===== src/rtl/sub32_serial_pkg.sv =====
// ---------------------------------------------------------------------------
// sub32_serial_pkg : shared constants and state encoding for sub32_serial
// Revision: 1.0
// ---------------------------------------------------------------------------
`default_nettype none

package sub32_serial_pkg;

    localparam int WIDTH  = 32;
    localparam int SLICE  = 4;
    localparam int NSLICE = WIDTH / SLICE;
    localparam int CNT_W  = $clog2(NSLICE);

    typedef enum logic [1:0] {
        IDLE = 2'd0,
        RUN  = 2'd1,
        DONE = 2'd2
    } state_t;

endpackage

`default_nettype wire


===== src/rtl/sub32_serial_sub4_slice.sv =====
// ---------------------------------------------------------------------------
// sub4_slice : combinational 4-bit a + ~b + ci slice (ci is an active-high carry)
// Revision: 1.0
// ---------------------------------------------------------------------------
`default_nettype none

module sub4_slice (
    input  logic [3:0] a,
    input  logic [3:0] b,
    input  logic       ci,
    output logic [3:0] s,
    output logic       co
);

    always_comb begin
        {co, s} = {1'b0, a} + {1'b0, ~b} + {4'd0, ci};
    end

endmodule

`default_nettype wire


===== src/rtl/sub32_serial.sv =====
// ---------------------------------------------------------------------------
// sub32_serial : 32-bit subtractor computing a - b - bi one 4-bit slice per clock
// Revision: 1.0
// ---------------------------------------------------------------------------
`default_nettype none

module sub32_serial
    import sub32_serial_pkg::*;
(
    input  logic             clk,
    input  logic             reset_n,
    input  logic             start,
    input  logic [WIDTH-1:0] a,
    input  logic [WIDTH-1:0] b,
    input  logic             bi,
    output logic             busy,
    output logic             done,
    output logic [WIDTH-1:0] d,
    output logic             bo,
    output logic             ovf,
    output logic             zero
);

    state_t             state_q, state_d;
    logic [CNT_W-1:0]   cnt_q, cnt_d;
    logic [WIDTH-1:0]   a_q, a_d;
    logic [WIDTH-1:0]   b_q, b_d;
    logic [WIDTH-1:0]   res_q, res_d;
    logic               carry_q, carry_d;
    logic [WIDTH-1:0]   d_q, d_d;
    logic               bo_q, bo_d;
    logic               ovf_q, ovf_d;
    logic               zero_q, zero_d;

    logic [SLICE-1:0]   slice_s;
    logic               slice_co;

    // Operands shift right each RUN cycle, so the active slice is always the low nibble.
    sub4_slice u_slice (
        .a  (a_q[SLICE-1:0]),
        .b  (b_q[SLICE-1:0]),
        .ci (carry_q),
        .s  (slice_s),
        .co (slice_co)
    );

    always_comb begin
        state_d = state_q;
        cnt_d   = cnt_q;
        a_d     = a_q;
        b_d     = b_q;
        res_d   = res_q;
        carry_d = carry_q;
        d_d     = d_q;
        bo_d    = bo_q;
        ovf_d   = ovf_q;
        zero_d  = zero_q;

        case (state_q)
            IDLE, DONE: begin
                if (start) begin
                    a_d     = a;
                    b_d     = b;
                    carry_d = ~bi;
                    cnt_d   = '0;
                    state_d = RUN;
                end else begin
                    state_d = IDLE;
                end
            end
            RUN: begin
                a_d     = a_q >> SLICE;
                b_d     = b_q >> SLICE;
                res_d   = {slice_s, res_q[WIDTH-1:SLICE]};
                carry_d = slice_co;
                cnt_d   = cnt_q + CNT_W'(1);
                if (cnt_q == CNT_W'(NSLICE - 1)) begin
                    // Low nibble of the shifted operands now holds the original sign bits.
                    state_d = DONE;
                    d_d     = res_d;
                    bo_d    = ~slice_co;
                    ovf_d   = (a_q[SLICE-1] != b_q[SLICE-1]) && (slice_s[SLICE-1] != a_q[SLICE-1]);
                    zero_d  = (res_d == '0);
                end
            end
            default: state_d = IDLE;
        endcase
    end

    always_ff @(posedge clk or negedge reset_n) begin
        if (!reset_n) begin
            state_q <= IDLE;
            cnt_q   <= '0;
            a_q     <= '0;
            b_q     <= '0;
            res_q   <= '0;
            carry_q <= 1'b0;
            d_q     <= '0;
            bo_q    <= 1'b0;
            ovf_q   <= 1'b0;
            zero_q  <= 1'b0;
        end else begin
            state_q <= state_d;
            cnt_q   <= cnt_d;
            a_q     <= a_d;
            b_q     <= b_d;
            res_q   <= res_d;
            carry_q <= carry_d;
            d_q     <= d_d;
            bo_q    <= bo_d;
            ovf_q   <= ovf_d;
            zero_q  <= zero_d;
        end
    end

    assign busy = (state_q == RUN);
    assign done = (state_q == DONE);
    assign d    = d_q;
    assign bo   = bo_q;
    assign ovf  = ovf_q;
    assign zero = zero_q;

endmodule

`default_nettype wire


===== config.mk =====
export PLATFORM = sky130hd
export DESIGN_NAME = sub32_serial
export DESIGN_NICKNAME = d
export VERILOG_FILES = /design/src/rtl/sub32_serial_pkg.sv /design/src/rtl/sub32_serial_sub4_slice.sv /design/src/rtl/sub32_serial.sv
export SDC_FILE = /design/constraint.sdc
export NUM_CORES = 1
export LEC_CHECK = 0
export CAP_MARGIN = 20
export CORE_MARGIN = 10
export CORE_UTILIZATION = 47
export CTS_CLUSTER_DIAMETER = 50
export DETAILED_ROUTE_END_ITERATION = 7
export PLACE_DENSITY = 0.73
export SETUP_SLACK_MARGIN = 0.02
export SYNTH_ARGS = -nofsm -noshare
export SYNTH_HDL_FRONTEND = slang
export SYNTH_HIERARCHICAL = 1
export SYNTH_SLANG_ARGS = --single-unit
export TNS_END_PERCENT = 20

===== constraint.sdc =====
create_clock -name clk -period 2 [get_ports clk]
set_clock_uncertainty 0.1 [all_clocks]
set_input_delay 0.4 -clock clk [delete_from_list [all_inputs] [get_ports clk]]
set_output_delay 0.4 -clock clk [all_outputs]
set_load 0.05 [all_outputs]

==> flow_summary.toml <==
[yosys]
synth-seq-area-share_pct = 58.8
synth_cell_type_count = 33
synth_warnings = 6
synth_top_family_by_area = "simple AND/OR/NAND/NOR gates"
synth_fp_nets = 649
synth_xor_area_share_pct = 0.310
synthSimpleGateAreaFrac_pct = 19.3
synth_edf_count = 0
ys_ff_latch = 133
synth_ff_type = "dfrtp_1"
syn_area_um2 = 5660
synth_mux_area_share_pct = 6.57
synthCells = 574
async_reset_ff_share_pct = 100
synth.avg_cell_area_um2 = 9.85
synth_compound_area_share_pct = 9.03
synthAdderAreaFrac_pct = 1.81

[routing]
wirelength_mm = 13.1
via_per_inst = 5.32
drc = 0
wl_per_cell_um = 15.7
first_pass_iters = 7
vias = 4440
ant_nets = 0
drt-initial-drc-count = 402

[die]
std_cell_rows = 40
start_util_pct = 47.5
pin_count = 105
die_w_um = 130
die_area_um2 = 16800
coreArea_um2 = 11900
die_h_um = 130

[timing]
setup_viol = 0
fmax_mhz = 500
fin_crit_sh_pct = 100
post-route-min-period_ns = 2.00
tns_ns = 0
slew_violations = 0
slew_headroom_pct = 70.2
rsz0062_at_grt = "yes"
worst_slack_ns = 0.000572
max_slew.worst_pin.slew_ns = 0.447
final_hold_viol_count = 0

[pwr]
intPower_mw = 8.71
power.density_nw_per_um2 = 1910
clkPwrFrac_pct = 23.6
switching_power_mw = 5.69
power_frac_seq_pct = 34.0
p_comb_share_pct = 42.4
switching_share_pct = 39.5
ir_drop_mv = 1.11
leakage_nw = 3.58

[global_route]
grt_max_degree = 116
grt_first_pass_wirelength_mm = 21.8
grt_pass1_vias = 4565
grtUsageTotal_pct = 16.1
overflow = 0
antenna_found_initial = 0

[setup_path]
crit_path_max_incr_delay_ns = 0.45
reg2reg_slack_ns = 0.0006
ff2ff_path_depth = 7
cp.required_ns = 2.21
crit_chain = "inv_2 > fa_2 > inv_2 > fa_2 > nor4_2 > nand4_1 > o31ai_1"
arrival_ns = 2.21
cp-end-kind = "flip-flop"
crit_type = "reg2reg"
critPathSlowestCell = "fa_2"
cp-start-kind = "flip-flop"
path_max_fanout = 2

[cts]
worstSkewPairLatency_ns = 0.41
cts.sinks = 133
clk_pin_slew_ns = 0.05
clock-root-buffer = "clkbuf_16"
cts_max_level = 4
cts_buffers = 17
cts_tree = "built"
clock_path_buffers = 2

[final_layout]
diodes = 0
nets = 750
n_fill_cell = 980
drive_gt1_share_pct = 18.9
area_delta_synth_final_pct = 33.3

[place]
gp_congestion = 0.790
post-place-ws_ns = -0.104
port_buffers = 104
dpl.hpwl_mm = 9.14

[outcome]
outcome = "finished clean"

[run]
max-cap-violations = 0

[min_path]
hold_path.class = "in2async"
## critical path, delay by kind of cell (launching register included)
family	cells	cell delay (ns)
flops	1	0.35
simple gates	2	0.27
buf+inv	2	0.13
compound gates	1	0.25
fa+ha+maj	2	0.82
## timing repair
| item | 4_1_cts | 5_1_grt |
|---|---|---|
| hold buffers | 1 | 0 |
| resized for setup | 4 | 9 |
| buffers inserted | 1 | 1 |
| setup endpoints to repair | 2 | 3 |
| pin swaps | 5 | 8 |
| hold endpoints to repair | 35 | 0 |
## through the flow
step / hold WS, ns / power [mW] / util (%) / instance area (µm²) / cells
finish: 0.362 / 14.4 / 63.3 / 7540 / 835
global route: 0.376 / 15.4 / 63.3 / 7540 / 835
detailed placement: 0.225 / 10.9 / 57.3 / 6820 / 800
global placement: 0.216 / 10.6 / 57.3 / 6820 / 800
CTS: 0.360 / 14.4 / 62.9 / 7490 / 834
floorplan: 0.00441 / 8.98 / - / 5660 / 574
## routing by layer
layer / GRT usage [%] / vias to the layer above / wire length, µm
met3: 6.04 / 9 / 960
met4: 4.56 / 0 / 103
met2: 25.0 / 147 / 6260
li1: - / 2116 / -
met1: 20.6 / 2168 / 5790
met5: 0 / - / 0
## cell families (layout without fill, tap and decap cells)
family | after synthesis | after routing
flops | 133 | 133
simple gates | 276 | 276
buf+inv | 46 | 160
mux | 32 | 32
compound gates | 78 | 78
xor+xnor | 2 | 2
fa+ha+maj | 7 | 7
## final cells by class
type / instances / area (µm²) / share of cell area, %
clock inverter: 9 / 173 / 2.29
timing repair buffer: 119 / 1190 / 15.8
inverter: 9 / 33.8 / 0.448
tap: 147 / 184 / 2.44
sequential: 133 / 3330 / 44.2
multi-input combinational: 395 / 2150 / 28.5
clock buffer: 23 / 478 / 6.34
## power by group through the flow
| stage | Clock, mW | Combinational [mW] | Sequential (mW) |
|---|---|---|---|
| after CTS | 3.45 | 6.03 | 4.88 |
| after global routing | 3.56 | 6.77 | 5.07 |
| after global placement | 0 | 5.79 | 4.85 |
| after detailed placement | 0 | 5.97 | 4.91 |
| after floorplan | 0 | 3.19 | 5.79 |
| final | 3.40 | 6.11 | 4.90 |
## registers in the layout (all words and copies together), names as in the netlist
signal / cells
zero: 1
ovf: 1
b_q: 32
carry_q: 1
res_q: 28
a_q: 32
d: 32
bo: 1
state_q: 2
cnt_q: 3
## worst paths after layout
kind | start | end
setup / recovery | a_q[0]$_DFFE_PN0P_ | zero$_DFFE_PN0P_
hold / removal | reset_n | d[11]$_DFFE_PN0P_
setup reg to reg | a_q[0]$_DFFE_PN0P_ | zero$_DFFE_PN0P_
hold reg to reg | cnt_q[0]$_DFFE_PN0P_ | cnt_q[0]$_DFFE_PN0P_
max in group asynchronous | reset_n | a_q[9]$_DFFE_PN0P_
min in group clk | cnt_q[0]$_DFFE_PN0P_ | cnt_q[0]$_DFFE_PN0P_
## cell usage in the layout, fill, tap and decap left out, types with 2 or more instances in the layout
cell type,synthesis,routed
o21ai_0,4,3
o21ai_1,1,2
inv_1,8,4
mux2_2,29,29
clkbuf_8,0,3
a21o_1,2,2
buf_12,0,10
fa_2,0,2
a21oi_1,2,2
nand4_1,2,2
clkbuf_1,3,3
nor4_1,8,6
ha_1,5,4
buf_4,2,41
nand2_1,200,200
clkbuf_16,0,17
inv_2,1,5
clkinv_2,0,3
clkdlybuf4s50_1,0,66
a22o_1,10,10
nor2_1,57,57
bufinv_16,0,5
a31oi_1,57,57
mux2_4,3,3
dfrtp_1,133,132
nor4_2,0,2
## synthesized netlist by cell type (all sizes together) (3+ instances only)
cell type    n  area, µm²
nor2        58        225
inv          9       33.8
nor4         8       50.1
a22o        10       87.6
a31oi       57        357
mux2        32        372
clkbuf       3       11.3
dfrtp      133       3330
ha           5       62.6
buf         34        188
a21o         3       23.8
o21ai        5       25.0
nand2      200        751
(Power assumes the default switching activity.)
